--- src/rtl/mips_pkg.sv ---
// Shared constants for the MIPS pipeline forwarding logic: redirection bus
// bit positions, the hard-wired zero register and the select encoder.
package mips_pkg;

  localparam int REDIR_A_ALU = 0;
  localparam int REDIR_A_MEM = 1;
  localparam int REDIR_B_ALU = 2;
  localparam int REDIR_B_MEM = 3;

  localparam int REG_ZERO = 0;

  // The nearer producer (EX) wins, so each operand selects at most one source.
  function automatic logic [3:0] redir_sel(input logic ex_hit_a, input logic mem_hit_a,
                                           input logic ex_hit_b, input logic mem_hit_b);
    logic [3:0] sel;
    sel              = '0;
    sel[REDIR_A_ALU] = ex_hit_a;
    sel[REDIR_A_MEM] = mem_hit_a && !ex_hit_a;
    sel[REDIR_B_ALU] = ex_hit_b;
    sel[REDIR_B_MEM] = mem_hit_b && !ex_hit_b;
    return sel;
  endfunction

endpackage

--- src/rtl/redirection_ctrl_unit_sat_counter.sv ---
// Saturating up-counter that holds under pipeline freeze.
module sat_counter #(
  parameter int CNT_W = 16
) (
  input  logic             clk,
  input  logic             rst_n,
  input  logic             freeze_i,
  input  logic             inc_i,
  output logic [CNT_W-1:0] count_o
);

  logic [CNT_W-1:0] count_q, count_d;

  always_comb begin
    count_d = count_q;
    if (!freeze_i && inc_i && (count_q != '1)) count_d = count_q + 1'b1;
  end

  always_ff @(posedge clk or negedge rst_n) begin
    if (!rst_n) count_q <= '0;
    else        count_q <= count_d;
  end

  assign count_o = count_q;

endmodule

--- src/rtl/redirection_ctrl_unit.sv ---
// Forwarding/hazard controller: compares the EX/MEM destinations with the ID
// sources, registers the EX operand-mux selects and requests load-use stalls.
module redirection_ctrl_unit
  import mips_pkg::*;
#(
  parameter int REG_ADDR_W = 5,
  parameter int CNT_W      = 16
) (
  input  logic                  clk,
  input  logic                  rst_n,
  input  logic                  freeze,
  input  logic                  flush,
  input  logic                  id_valid,
  input  logic [REG_ADDR_W-1:0] id_rs,
  input  logic [REG_ADDR_W-1:0] id_rt,
  input  logic                  id_use_rs,
  input  logic                  id_use_rt,
  input  logic                  id_wen,
  input  logic [REG_ADDR_W-1:0] id_dest,
  input  logic                  id_is_load,
  output logic [3:0]            redirection_ctrl,
  output logic                  load_use_stall,
  output logic [CNT_W-1:0]      fwd_count,
  output logic [CNT_W-1:0]      stall_count
);

  logic [3:0]            redir_q, redir_d;
  logic                  ex_wen_q, ex_wen_d;
  logic                  ex_load_q, ex_load_d;
  logic [REG_ADDR_W-1:0] ex_dest_q, ex_dest_d;
  logic                  mem_wen_q, mem_wen_d;
  logic [REG_ADDR_W-1:0] mem_dest_q, mem_dest_d;

  logic       ex_hit_rs, ex_hit_rt, mem_hit_rs, mem_hit_rt;
  logic       stall, bubble, fwd_inc;
  logic [3:0] sel;

  always_comb begin
    ex_hit_rs  = ex_wen_q && (ex_dest_q != REG_ADDR_W'(REG_ZERO)) && (ex_dest_q == id_rs) && id_use_rs;
    ex_hit_rt  = ex_wen_q && (ex_dest_q != REG_ADDR_W'(REG_ZERO)) && (ex_dest_q == id_rt) && id_use_rt;
    mem_hit_rs = mem_wen_q && (mem_dest_q != REG_ADDR_W'(REG_ZERO)) && (mem_dest_q == id_rs) && id_use_rs;
    mem_hit_rt = mem_wen_q && (mem_dest_q != REG_ADDR_W'(REG_ZERO)) && (mem_dest_q == id_rt) && id_use_rt;
    sel        = redir_sel(ex_hit_rs, mem_hit_rs, ex_hit_rt, mem_hit_rt);

    stall   = !freeze && !flush && id_valid && ex_load_q && (ex_hit_rs || ex_hit_rt);
    bubble  = flush || stall || !id_valid;
    fwd_inc = !freeze && !bubble && (sel != 4'b0000);

    redir_d    = redir_q;
    ex_wen_d   = ex_wen_q;
    ex_load_d  = ex_load_q;
    ex_dest_d  = ex_dest_q;
    mem_wen_d  = mem_wen_q;
    mem_dest_d = mem_dest_q;
    if (!freeze) begin
      mem_wen_d  = ex_wen_q;
      mem_dest_d = ex_dest_q;
      if (bubble) begin
        ex_wen_d  = 1'b0;
        ex_load_d = 1'b0;
        redir_d   = 4'b0000;
      end else begin
        ex_wen_d  = id_wen;
        ex_load_d = id_is_load;
        ex_dest_d = id_dest;
        redir_d   = sel;
      end
    end
  end

  always_ff @(posedge clk or negedge rst_n) begin
    if (!rst_n) begin
      redir_q    <= '0;
      ex_wen_q   <= 1'b0;
      ex_load_q  <= 1'b0;
      ex_dest_q  <= '0;
      mem_wen_q  <= 1'b0;
      mem_dest_q <= '0;
    end else begin
      redir_q    <= redir_d;
      ex_wen_q   <= ex_wen_d;
      ex_load_q  <= ex_load_d;
      ex_dest_q  <= ex_dest_d;
      mem_wen_q  <= mem_wen_d;
      mem_dest_q <= mem_dest_d;
    end
  end

  sat_counter #(.CNT_W(CNT_W)) u_fwd_cnt (
    .clk      (clk),
    .rst_n    (rst_n),
    .freeze_i (freeze),
    .inc_i    (fwd_inc),
    .count_o  (fwd_count)
  );

  // stall already excludes freeze, so each counted cycle is a real stall.
  sat_counter #(.CNT_W(CNT_W)) u_stall_cnt (
    .clk      (clk),
    .rst_n    (rst_n),
    .freeze_i (freeze),
    .inc_i    (stall),
    .count_o  (stall_count)
  );

  assign redirection_ctrl = redir_q;
  assign load_use_stall   = stall;

endmodule

--- config.mk ---
export PLATFORM = sky130hd
export DESIGN_NAME = redirection_ctrl_unit
export DESIGN_NICKNAME = d
export VERILOG_FILES = /design/src/rtl/mips_pkg.sv /design/src/rtl/redirection_ctrl_unit_sat_counter.sv /design/src/rtl/redirection_ctrl_unit.sv
export SDC_FILE = /design/constraint.sdc
export NUM_CORES = 1
export LEC_CHECK = 0
export CORE_MARGIN = 3
export CORE_UTILIZATION = 53
export DETAILED_ROUTE_END_ITERATION = 7
export PLACE_DENSITY = 0.85
export SLEW_MARGIN = 20
export SYNTH_ARGS = -nofsm -noshare
export SYNTH_HDL_FRONTEND = slang
export SYNTH_SLANG_ARGS = --single-unit
--- constraint.sdc ---
create_clock -name clk -period 7.9 [get_ports clk]
set_clock_uncertainty 0.15 [all_clocks]
set_input_delay 1.58 -clock clk [delete_from_list [all_inputs] [get_ports clk]]
set_output_delay 1.58 -clock clk [all_outputs]
set_load 0.005 [all_outputs]
# [Word level (Yosys, flattened, before mapping)]
# Index checks and enable logic that the tools add are counted.
[classes] reduce_logical=35 n_addsub=2 eq_ne=6 bitwise=2 n_mux=3
[ops] operator="$add 16x1->16 const B" count=2
[ops] operator="$ne 16x16->1 const B" count=2
[ops] operator="$logic_and 1x1->1" count=22
[ops] operator="$eq 5x5->1" count=4
[ops] operator="$reduce_bool 5->1" count=2
[ops] operator="$logic_not 1->1" count=6
[ops] operator="$mux 4" count=1
[ops] operator="$reduce_bool 4->1" count=1
[ops] operator="$logic_or 1x1->1" count=3
[ops] operator="$mux 1" count=2
[ops] operator="$not 1->1" count=2
[ops] operator="$reduce_and 2->1" count=1
[word_totals] wordCells=56 out_inout_bits=37 reg_bits=49 in_bits=24

# [Depth between registers and ports, before layout]
[depth] word_depth=13 depth_mapped=8 depth_no_buf=7

# [Modules after synthesis]
# From an unflattened synthesis, not the netlist that was laid out.
[unflattened] hier_cells=231 hier_area_um2=2630.0
[by_module_without_submodules] mod="sat_counter" area_each_um2=845.8 seq_area_each_um2=400.4 cells_each=74 instances=2
[by_module_without_submodules] mod="redirection_ctrl_unit" area_each_um2=938.4 seq_area_each_um2=425.4 cells_each=83 instances=1

# [Worst setup path after synthesis]
# Ideal clock, no wire load.
[synth_timing] path_kind="input -> output" start="in id_rs[1]" end="out load_use_stall" path_slack_ns=3.944 arrival_ns=2.226 path_stages=5 path_cell_list="xnor2_1 nand4_1 o22ai_1 nand2b_1 inv_1"
[synth_between] elab_chain_len=5
[synth_lines] item="from (decl)" line_no="redirection_ctrl_unit.sv:14" text="input logic [REG_ADDR_W-1:0] id_rs,"
[synth_lines] item="$eq 5x5->1" line_no="redirection_ctrl_unit.sv:39" text="ex_hit_rs = ex_wen_q && (ex_dest_q != REG_ADDR_W'(REG_ZERO)) && (ex_dest_q == id_rs) && id_use_rs;"
[synth_lines] item="$logic_and 1x1->1 (2 in series)" line_no="redirection_ctrl_unit.sv:39"
[synth_lines] item="$logic_or 1x1->1" line_no="redirection_ctrl_unit.sv:45" text="stall = !freeze && !flush && id_valid && ex_load_q && (ex_hit_rs || ex_hit_rt);"
[synth_lines] item="$logic_and 1x1->1" line_no="redirection_ctrl_unit.sv:45"
[synth_lines] item="to (decl)" line_no="redirection_ctrl_unit.sv:22" text="output logic load_use_stall,"
# No other way between the ends.

# [Worst setup path after layout]
[layout_timing] start="in id_rs[4]" end="out load_use_stall"
# Same word-level chain as after synthesis.

==> metrics.yaml <==
status:
  outcome: "finished, final reports clean"
place:
  dpl.hpwl_um: 3910
  dp.cells: 332
  port_buffers: 60
  globalplace.congestion: 0.866
synth:
  synth_top_family_by_area: "simple AND/OR/NAND/NOR gates"
  ys_seq_area_share_pct: 49.4
  synth_top_area_share_pct: 49.4
  synth_compound_area_share_pct: 3.68
  synth_cell_type_count: 35
  synthXorXnorAreaFrac_pct: 17.3
  yosysWarnings: 0
  synthMuxAreaShare_pct: 6.50
  yosys-top-cells-area: "dfrtp_1, xnor2_1, nand4_1"
  syn_inst: 224
  synth_simple_gate_area_share_pct: 20.2
  synth_fa_ha_area_share_pct: 1.01
  syn-num-nets: 250
  synthesis.area_um2: 2480
  ys_seq_elements: 49
  avgSynthCellArea_um2: 11.1
  synth_top_cell_by_area: "dfrtp_1"
timing:
  setup_viol: 0
  slew_headroom_pct: 58.8
  worstMarginPinSlew_ns: 0.618
  finalCriticalPeriod_ns: 5.18
  hold_slack_ns: 0.345
  hold_viol: 0
  fin_setup_tns_ns: 0
  fin_crit_sh_pct: 65.5
  rsz0062_at_grt: "false"
  drv_slew: 0
  max_freq_ghz: 0.193
layout:
  fin_util_pct: 73.6
  final_common_cell: "clkdlybuf4s50_1"
  diodes: 0
  final-instance-count-excl-fill: 340
  ff_latch_area_um2: 1230
  area.growth.synth_to_final_pct: 31.7
  layout_common_cells: "clkdlybuf4s50_1, dfrtp_1, xnor2_1"
  multi_input_area_um2: 1210
  fillers: 329
  drive_above_1_share_pct: 7.99
  nets: 313
floorplan:
  die_y_um: 74.4
  die_w_um: 74.4
  start_util_pct: 55.9
  io_pins: 61
  rows: 24
  coreArea_um2: 4440
  die_area_um2: 5540
worst_setup_path:
  r2r-start: "mem_dest_q[1]$_DFFE_PN0N_"
  worst_path_max_delay_cell: "clkdlybuf4s50_1"
  cp-start-kind: "input port"
  timing_worst_setup_path_type: "in -> out"
  startpoint: "id_rs[4]"
  crit_fanout: 3
  crit_chain: "clkdlybuf4s50_1 > xnor2_1 > nand4_1 > o22ai_1 > nand2b_1 > inv_1 > clkdlybuf4s50_1"
  cpPeakStageDelay_ns: 0.52
  cp.required_ns: 6.17
  worstPathArrival_ns: 3.45
  path_common_cell: "clkdlybuf4s50_1"
  crit_path_end_kind: "output port"
clocking:
  cts_tree: "done"
  clock-sinks: 49
  postCtsSetupBuffers: 0
  root_buffer: "clkbuf_8"
  clk_pin_slew_ns: 0.09
  clock_latency_ns: 0.30
  cts_buffers: 5
  h-tree-depth: 2
  cts_hold_buf: 0
  cts.repair.resized: 0
  clk_path_buf_depth: 2
power:
  swShare_pct: 23.7
  clkPwrFrac_pct: 37.6
  seq_power_share_pct: 50.2
  peakVddDrop_mv: 0.107
  pwr-share-comb_pct: 12.2
  leakage_nw: 1.36
  p_int_mw: 0.430
  power_density_nw_per_um2: 172
  p_sw_mw: 0.134
  total_power_mw: 0.563
min_path:
  hp-class: "reg -> reg"
  worstHoldStart: "redirection_ctrl[3]$_DFFE_PN0N_"
detailed_routing:
  vias_per_cell: 5.73
  drcViolationCount: 0
  post_drt_wl_per_cell_um: 16.4
  drtPass1Iterations: 4
  antenna_left: 0
  routed_wl_um: 5580
  drt-initial-drc-count: 117
  via_count: 1947
global_route:
  antenna_found_initial: 0
  track_usage_pct: 21.9
  grt_pass1_vias: 1998
  grt_start_max_net_pins: 50
  grt_pass1_wl_um: 9350
  gr-total-overflow: 0
run:
  drv_cap: 0
layout make-up:
cell class	instances	share of cell area [%]
flip-flops and latches	49	37.5
multi-input cells	163	37.0
repair buffers	62	18.8
clock buffers	5	2.10
clock inverters	3	1.99
well taps	52	1.99
inverters	6	0.689
Yosys cell counts:
library cell	n
o21ai_2	1
inv_2	1
o21ai_0	1
a31oi_2	1
nand4_1	22
or4_1	2
nor3b_1	1
ha_1	2
mux2_1	7
a32o_1	1
and4_1	4
nand2_1	15
mux2_2	6
o22ai_1	1
nor2b_1	1
nand3_1	11
nand2b_1	2
nor3_1	6
o21a_1	1
nand3b_1	1
and3_1	12
a31oi_1	1
nor4bb_1	1
a22o_1	4
buf_2	2
clkbuf_1	4
nor2_1	5
and2_1	2
and3_4	1
or4_4	1
xor2_1	3
mux2_4	1
xnor2_1	46
inv_1	5
dfrtp_1	49
kinds of logic (layout without fill, tap and decap cells):
| logic type | Yosys count | count (layout) |
|---|---|---|
| adder cells (fa/ha/maj) | 2 | 2 |
| AND/OR/NAND/NOR | 87 | 87 |
| buffers and inverters | 12 | 76 |
| multiplexers | 14 | 14 |
| XOR/XNOR | 49 | 49 |
| AO/OA/AOI/OAI | 11 | 11 |
| flip-flops | 49 | 49 |
layer usage:
layer | share of wire [%] | track usage [%] | vias to the layer above
li1 | - | - | 923
met1 | 45 | 28.7 | 966
met2 | 49 | 35.8 | 46
met3 | 4.2 | 5.14 | 12
met4 | 1.6 | 7.51 | 0
met5 | 0 | 0 | -
path summary, 6_finish.rpt:
| path | to | slack, ns | depth (start not counted) |
|---|---|---|---|
| worst max-delay path | load_use_stall | 2.72 | 7 |
| worst min-delay path | redirection_ctrl[3]$_DFFE_PN0N_ | 0.35 | 2 |
| worst max register to register | u_fwd_cnt.count_o[1]$_DFFE_PN0P_ | 4.98 | 6 |
| worst min register to register | redirection_ctrl[3]$_DFFE_PN0N_ | 0.35 | 2 |
| max in group asynchronous | u_fwd_cnt.count_o[13]$_DFFE_PN0P_ | 6.04 | 1 |
| min in group asynchronous | u_fwd_cnt.count_o[5]$_DFFE_PN0P_ | 1.13 | 1 |
power groups by stage:
| stage | combinational, mW | sequential (mW) | clock (mW) |
|---|---|---|---|
| 6_report | 0.0687 | 0.283 | 0.212 |
| 5_1_grt | 0.0754 | 0.286 | 0.222 |
| 4_1_cts | 0.0694 | 0.283 | 0.214 |
| 3_5_place_dp | 0.0688 | 0.288 | 0 |
| 3_3_place_gp | 0.0675 | 0.287 | 0 |
| 2_1_floorplan | 0.0425 | 0.282 | 0 |
per-stage QoR:
stage / worst slack, ns / instance area, um2
3_3_place_gp: 2.76 / 3130
2_1_floorplan: 3.94 / 2480
6_report: 2.72 / 3270
4_1_cts: 2.69 / 3270
3_5_place_dp: 2.71 / 3130
5_1_grt: 2.55 / 3270
flip-flops by register name, indices dropped and copies added (netlist names):
| signal | cells |
|---|---|
| u_stall_cnt.count_o | 16 |
| mem_wen_q | 1 |
| mem_dest_q | 5 |
| ex_dest_q | 5 |
| ex_wen_q | 1 |
| redirection_ctrl | 4 |
| ex_load_q | 1 |
| u_fwd_cnt.count_o | 16 |
worst max-delay path, delay by kind of cell:
kind,cells,cell delay (ns)
xor gates and xnor gates,1,0.15
buffers and inverters,3,1.09
and+or+nand+nor,2,0.30
AOI/OAI and AO/OA,1,0.32
No activity file was read; power rests on OpenSTA's default activity.
==> RTL change 1: new RTL, same settings <==
`mem_dest_q` no longer has a reset.
--- a/src/rtl/redirection_ctrl_unit.sv
+++ b/src/rtl/redirection_ctrl_unit.sv
@@ -76,5 +76,4 @@
       ex_dest_q  <= '0;
       mem_wen_q  <= 1'b0;
-      mem_dest_q <= '0;
     end else begin
       redir_q    <= redir_d;
@@ -83,6 +82,9 @@
       ex_dest_q  <= ex_dest_d;
       mem_wen_q  <= mem_wen_d;
-      mem_dest_q <= mem_dest_d;
     end
+  end
+
+  always_ff @(posedge clk) begin
+    mem_dest_q <= mem_dest_d;
   end
 
Check against the original RTL: no difference found for any inputs over 10 cycles, from zero or initial values and one cycle with rst_n low; that may be too few to reach the edited logic, so the function may still have changed.
==> RTL change 1 against the original RTL <==
  * Sequential share of layout area is 0.91 points higher
  * Final cell count is 0.88% higher
  * Cell area is 0.38% lower
  * Synthesized area is 2.8% higher
  * Global-route usage down 1.5 points
  * Critical path depth fell by 2
  * Sequential cell count is the same
  * Wire length fell by 1.1%
  * Total power down 15%
  * Worst setup slack got worse by 0.32 ns
  * Combinational power decreased by 16%
  * Largest cell class is now multi-input combinational cells
==> RTL change 1: results (changes against the original RTL) <==
| Metric | Value |
|---|---|
| Vias per cell | `5.77 (+0.81%)` |
| Postcts setup bufs | `0 (unchanged)` |
| Post-detailed-placement half-perimeter wirelength | `4020 um (+2.7%)` |
| Clock power share | `0.289 (-0.087)` |
| GR Util met3 | `0.0449 (-0.00650)` |
| GRT Total Usage | `0.205 (-0.0146)` |
| Global Route met1 Usage | `0.285 (-0.00185)` |
| Largest stage delay, worst path | `0.59 ns (+0.07 ns)` |
| Crit-path max FO | `9 (+6)` |
| Post-CTS Hold Fix Bufs | `0 (unchanged)` |
| Internal power | `359 uW (-16%)` |
| Routed WL | `5520 um (-1.1%)` |
| Leakage | `1.39 nW (+2.1%)` |
| Met2 usage | `0.319 (-0.0388)` |
| Synth async-reset ratio | `0.898 (-0.102)` |
| Layout Nets | `317 (+1.3%)` |
| Post-synth net total | `256 (+2.4%)` |
| Overall power | `477 uW (-15%)` |
| Layout cells sized above 1 | `0.0825 (+0.00261)` |
| Initial antenna violation count | `0 (unchanged)` |
| Iteration-0 DRC Markers | `95 (-19%)` |
| Syn_area_per_cell | `11.1 um2 (about the same)` |
| Largest net degree at the start of global routing | `45 (-10%)` |
| Wire length per cell | `16.1 um (-1.9%)` |
| Crit path max-delay family | `buffers and inverters` |
| Distinct cells, synth | `40 (+14%)` |
| DP Worst Slack | `2.43 ns (-0.289 ns)` |
| Met2 WL post-DR | `2550 um (-7.8%)` |
| Post-synth EDFFs | `5 (+5)` |
| Slowest stage cell, crit path | `clkdlybuf4s50_1` |
| Placer Congestion | `0.925 (+6.8%)` |
| CTS root buf | `clkbuf_8` |
| Status | `finished clean` |
| Area after detailed placement | `0.00318 mm2 (+1.5%)` |
| Synth top area cells | `dfrtp_1, xnor2_1, xor2_1` |
| Placed Cells | `336 (+1.2%)` |
| Comb pwr | `57.7 uW (-16%)` |
| First-pass GRT wire length | `8830 um (-5.5%)` |
| Worst Path Arrival | `3.76 ns (+0.31 ns)` |
| Reg clk slew, reported paths | `0.09 ns (about the same)` |
| Routed length on met3 | `303 um (+28%)` |
| Register area share after synthesis | `0.490 (-0.00352)` |
| Wire length on met1 | `2580 um (+3.6%)` |
| Most frequent cells after synthesis | `dfrtp_1, xnor2_1, xor2_1, nand2_1, nor3_1` |
| Vias in the first global route | `1,909 (-4.5%)` |
| FILL cells | `337 (+2.4%)` |
| Clock Path Buffers | `2 (unchanged)` |
| Max-slew headroom | `0.352 (-0.236)` |
| Max IR drop VDD | `106 uV (-1.6%)` |
| Diodes inserted | `0 (unchanged)` |
## RTL change 1: cell count changes in the layout (fill, tap and decap cells not counted), moves of 5 or more
cell      change
nand4_1      -11
and3_1        -7
mux2_1        -6
xnor2_1      -22
dfrtp_1       -5
nor3_1        +8
xor2_1       +21
edfxtp_1      +5
nor4_1        +5
## RTL change 1: tightest hold or removal path, delay by kind of cell, from the launching register on
family	cells	cell delay (ns)
compound gates	1	0.06
simple gates	1	0.05
flops	1	0.35
## RTL change 1: worst paths after layout
kind,slack (ns),endpoint,depth (start not counted),from
max in group asynchronous,5.71,u_stall_cnt.count_o[13],1,rst_n
min in group asynchronous,1.28,ex_dest_q[1],1,rst_n
min,0.35,redirection_ctrl[3],2,redirection_ctrl[3]
min reg2reg,0.35,redirection_ctrl[3],2,redirection_ctrl[3]
max,2.41,load_use_stall,5,freeze
max reg2reg,5.07,u_fwd_cnt.count_o[12],6,ex_dest_q[1]
## RTL change 1: cell families after synthesis
logic type                 after synthesis  share of synthesized area
buffers and inverters                    9                     0.0172
muxes                                    9                     0.0412
and+or+nand+nor                         95                      0.218
xor gates and xnor gates                48                      0.165
AOI/OAI and AO/OA                       18                     0.0588
DFF                                     49                      0.490
adders and majority gates                2                    0.00981
## RTL change 1: area by class of cell
| type | count | area [um2] | share of cell area |
|---|---|---|---|
| Sequential cell | 49 | 1250 | 0.384 |
| Clock buffer | 6 | 72.6 | 0.0223 |
| Inverter | 3 | 11.3 | 0.00346 |
| Tap cell | 52 | 65.1 | 0.0200 |
| Timing Repair Buffer | 60 | 596 | 0.183 |
| Multi-Input combinational cell | 172 | 1260 | 0.386 |
| Clock inverter | 1 | 5.00 | 0.00154 |
==> RTL change 2: new RTL, same flow settings <==
Without the edit above. The parameter `REG_ADDR_W` goes from 5 to 4.
--- a/src/rtl/redirection_ctrl_unit.sv
+++ b/src/rtl/redirection_ctrl_unit.sv
@@ -4,5 +4,5 @@
   import mips_pkg::*;
 #(
-  parameter int REG_ADDR_W = 5,
+  parameter int REG_ADDR_W = 4,
   parameter int CNT_W      = 16
 ) (
Interface: changed (resized id_dest, id_rs and id_rt); port bits go from 61 to 58. No check against the original RTL was run, so the function may have changed too.
==> RTL change 2 against the original RTL <==
  * Die area rose by 0.98%
  * Cell area decreased by 1.9%
  * Worst setup slack worse by 0.33 ns
  * Sequential share of layout area down 0.83 points
  * Sequential power shrank 5%
  * Total power decreased by 17%
  * Wire length down 8.2%
  * Synthesized area grew 1.1%
  * Utilization decreased by 1.9 points
  * Count of clock-buffer cells in the layout up 1
  * Synthesized cell count shrank 8.0%
  * Sequential cell count down 2
  * First-iteration DRC count is 21% lower
  * Critical path type unchanged
  * Critical endpoint unchanged
  * Largest power group unchanged
==> RTL change 2: results (changes against the original RTL) <==
| Metric | Value |
|---|---|
| Worst flop-to-flop path startpoint | `ex_dest_q[1]` |
| Reg power frac | `0.574 (+0.072)` |
| Cell count after synthesis | `206 (-8.0%)` |
| Hold path cells | `1 (-1)` |
| Placed Cells | `312 (-6.0%)` |
| Worst-margin pin slew | `0.964 ns (+0.345 ns)` |
| Layout Nets | `290 (-7.3%)` |
| Synth Area in XOR/XNOR | `0.150 (-0.0228)` |
| First-pass GRT wire length | `8810 um (-5.8%)` |
| Complex-gate fraction of the synthesized area | `0.0599 (+0.0231)` |
| Iteration-0 DRC Markers | `93 (-21%)` |
| Largest stage delay, worst path | `0.61 ns (+0.09 ns)` |
| Worst Path Arrival | `3.78 ns (+0.33 ns)` |
| Hold EP | `u_fwd_cnt.count_o[10]` |
| Layout cells sized above 1 | `0.146 (+0.0657)` |
| Vias per cell | `5.78 (+0.85%)` |
| Crit-path max FO | `7 (+4)` |
| Placer Congestion | `0.909 (+5.0%)` |
| Hold Startpoint | `u_fwd_cnt.count_o[10]` |
| First drt pass iteration count | `5 (+1)` |
| Post-synthesis adder-cell area fraction | `0.00998 (-0.000106)` |
| Max Fclk | `0.181 GHz (-6.1%)` |
| Crit Reg-Reg Endpoint | `u_fwd_cnt.count_o[12]` |
| Most frequent cells after synthesis | `dfrtp_1, xor2_1, xnor2_1, nand3_1, and3_1` |
| Net switching power figure | `125 uW (-6.5%)` |
| Logic pwr share | `0.125 (+0.003)` |
| Max IR drop VDD | `92.7 uV (-14%)` |
| Flop2flop setup slack | `5.04 ns (+0.06 ns)` |
| Post-synth net total | `229 (-8.4%)` |
| Critical Path Source | `id_rs[3]` |
| TritonCTS Buffers | `5 (unchanged)` |
| Non-Filler Instances | `320 (-5.9%)` |
| Largest net degree at the start of global routing | `48 (-4.0%)` |
| Leakage | `1.38 nW (+1.0%)` |
| DP Worst Slack | `2.39 ns (-0.325 ns)` |
| Synth top area cells | `dfrtp_1, xor2_1, xnor2_1` |
| IO Port Bufs | `57 (-5.0%)` |
| Post-synthesis mux area share | `0.0658 (+0.000815)` |
| Area after detailed placement | `0.00312 mm2 (-0.44%)` |
| GRT Total Usage | `0.205 (-0.0141)` |
| Status | `finished clean` |
| Post-detailed-placement half-perimeter wirelength | `3850 um (-1.6%)` |
[RTL change 2: cell count changes in the layout (fill, tap and decap cells not counted), moves of 3 or more]
cell and delta:
xnor2_1 -27, nand3_1 +5, clkdlybuf4s50_1 -3, xor2_1 +21, nand2_1 -7, nor4b_2 +3
mux2_2 +3, mux2_1 -4, inv_1 -3, nand4_1 -12, nor4_2 +4
[RTL change 2: layer usage]
metal	vias to the layer above	part of all wire	track usage
met2	46	0.47	0.323
met3	8	0.057	0.0574
met1	904	0.45	0.276
met5	-	0	0
met4	0	0.015	0.0672
li1	890	-	-
[RTL change 2: area by class of cell]
cell class / instances / area (um2)
multi-input cells: 154 / 1310
fillers: 340 / 1270
flip-flops and latches: 47 / 1180
repair buffers: 57 / 568
clock buffers: 6 / 72.6
well taps: 52 / 65.1
clock inverters: 2 / 12.5
inverters: 2 / 7.51
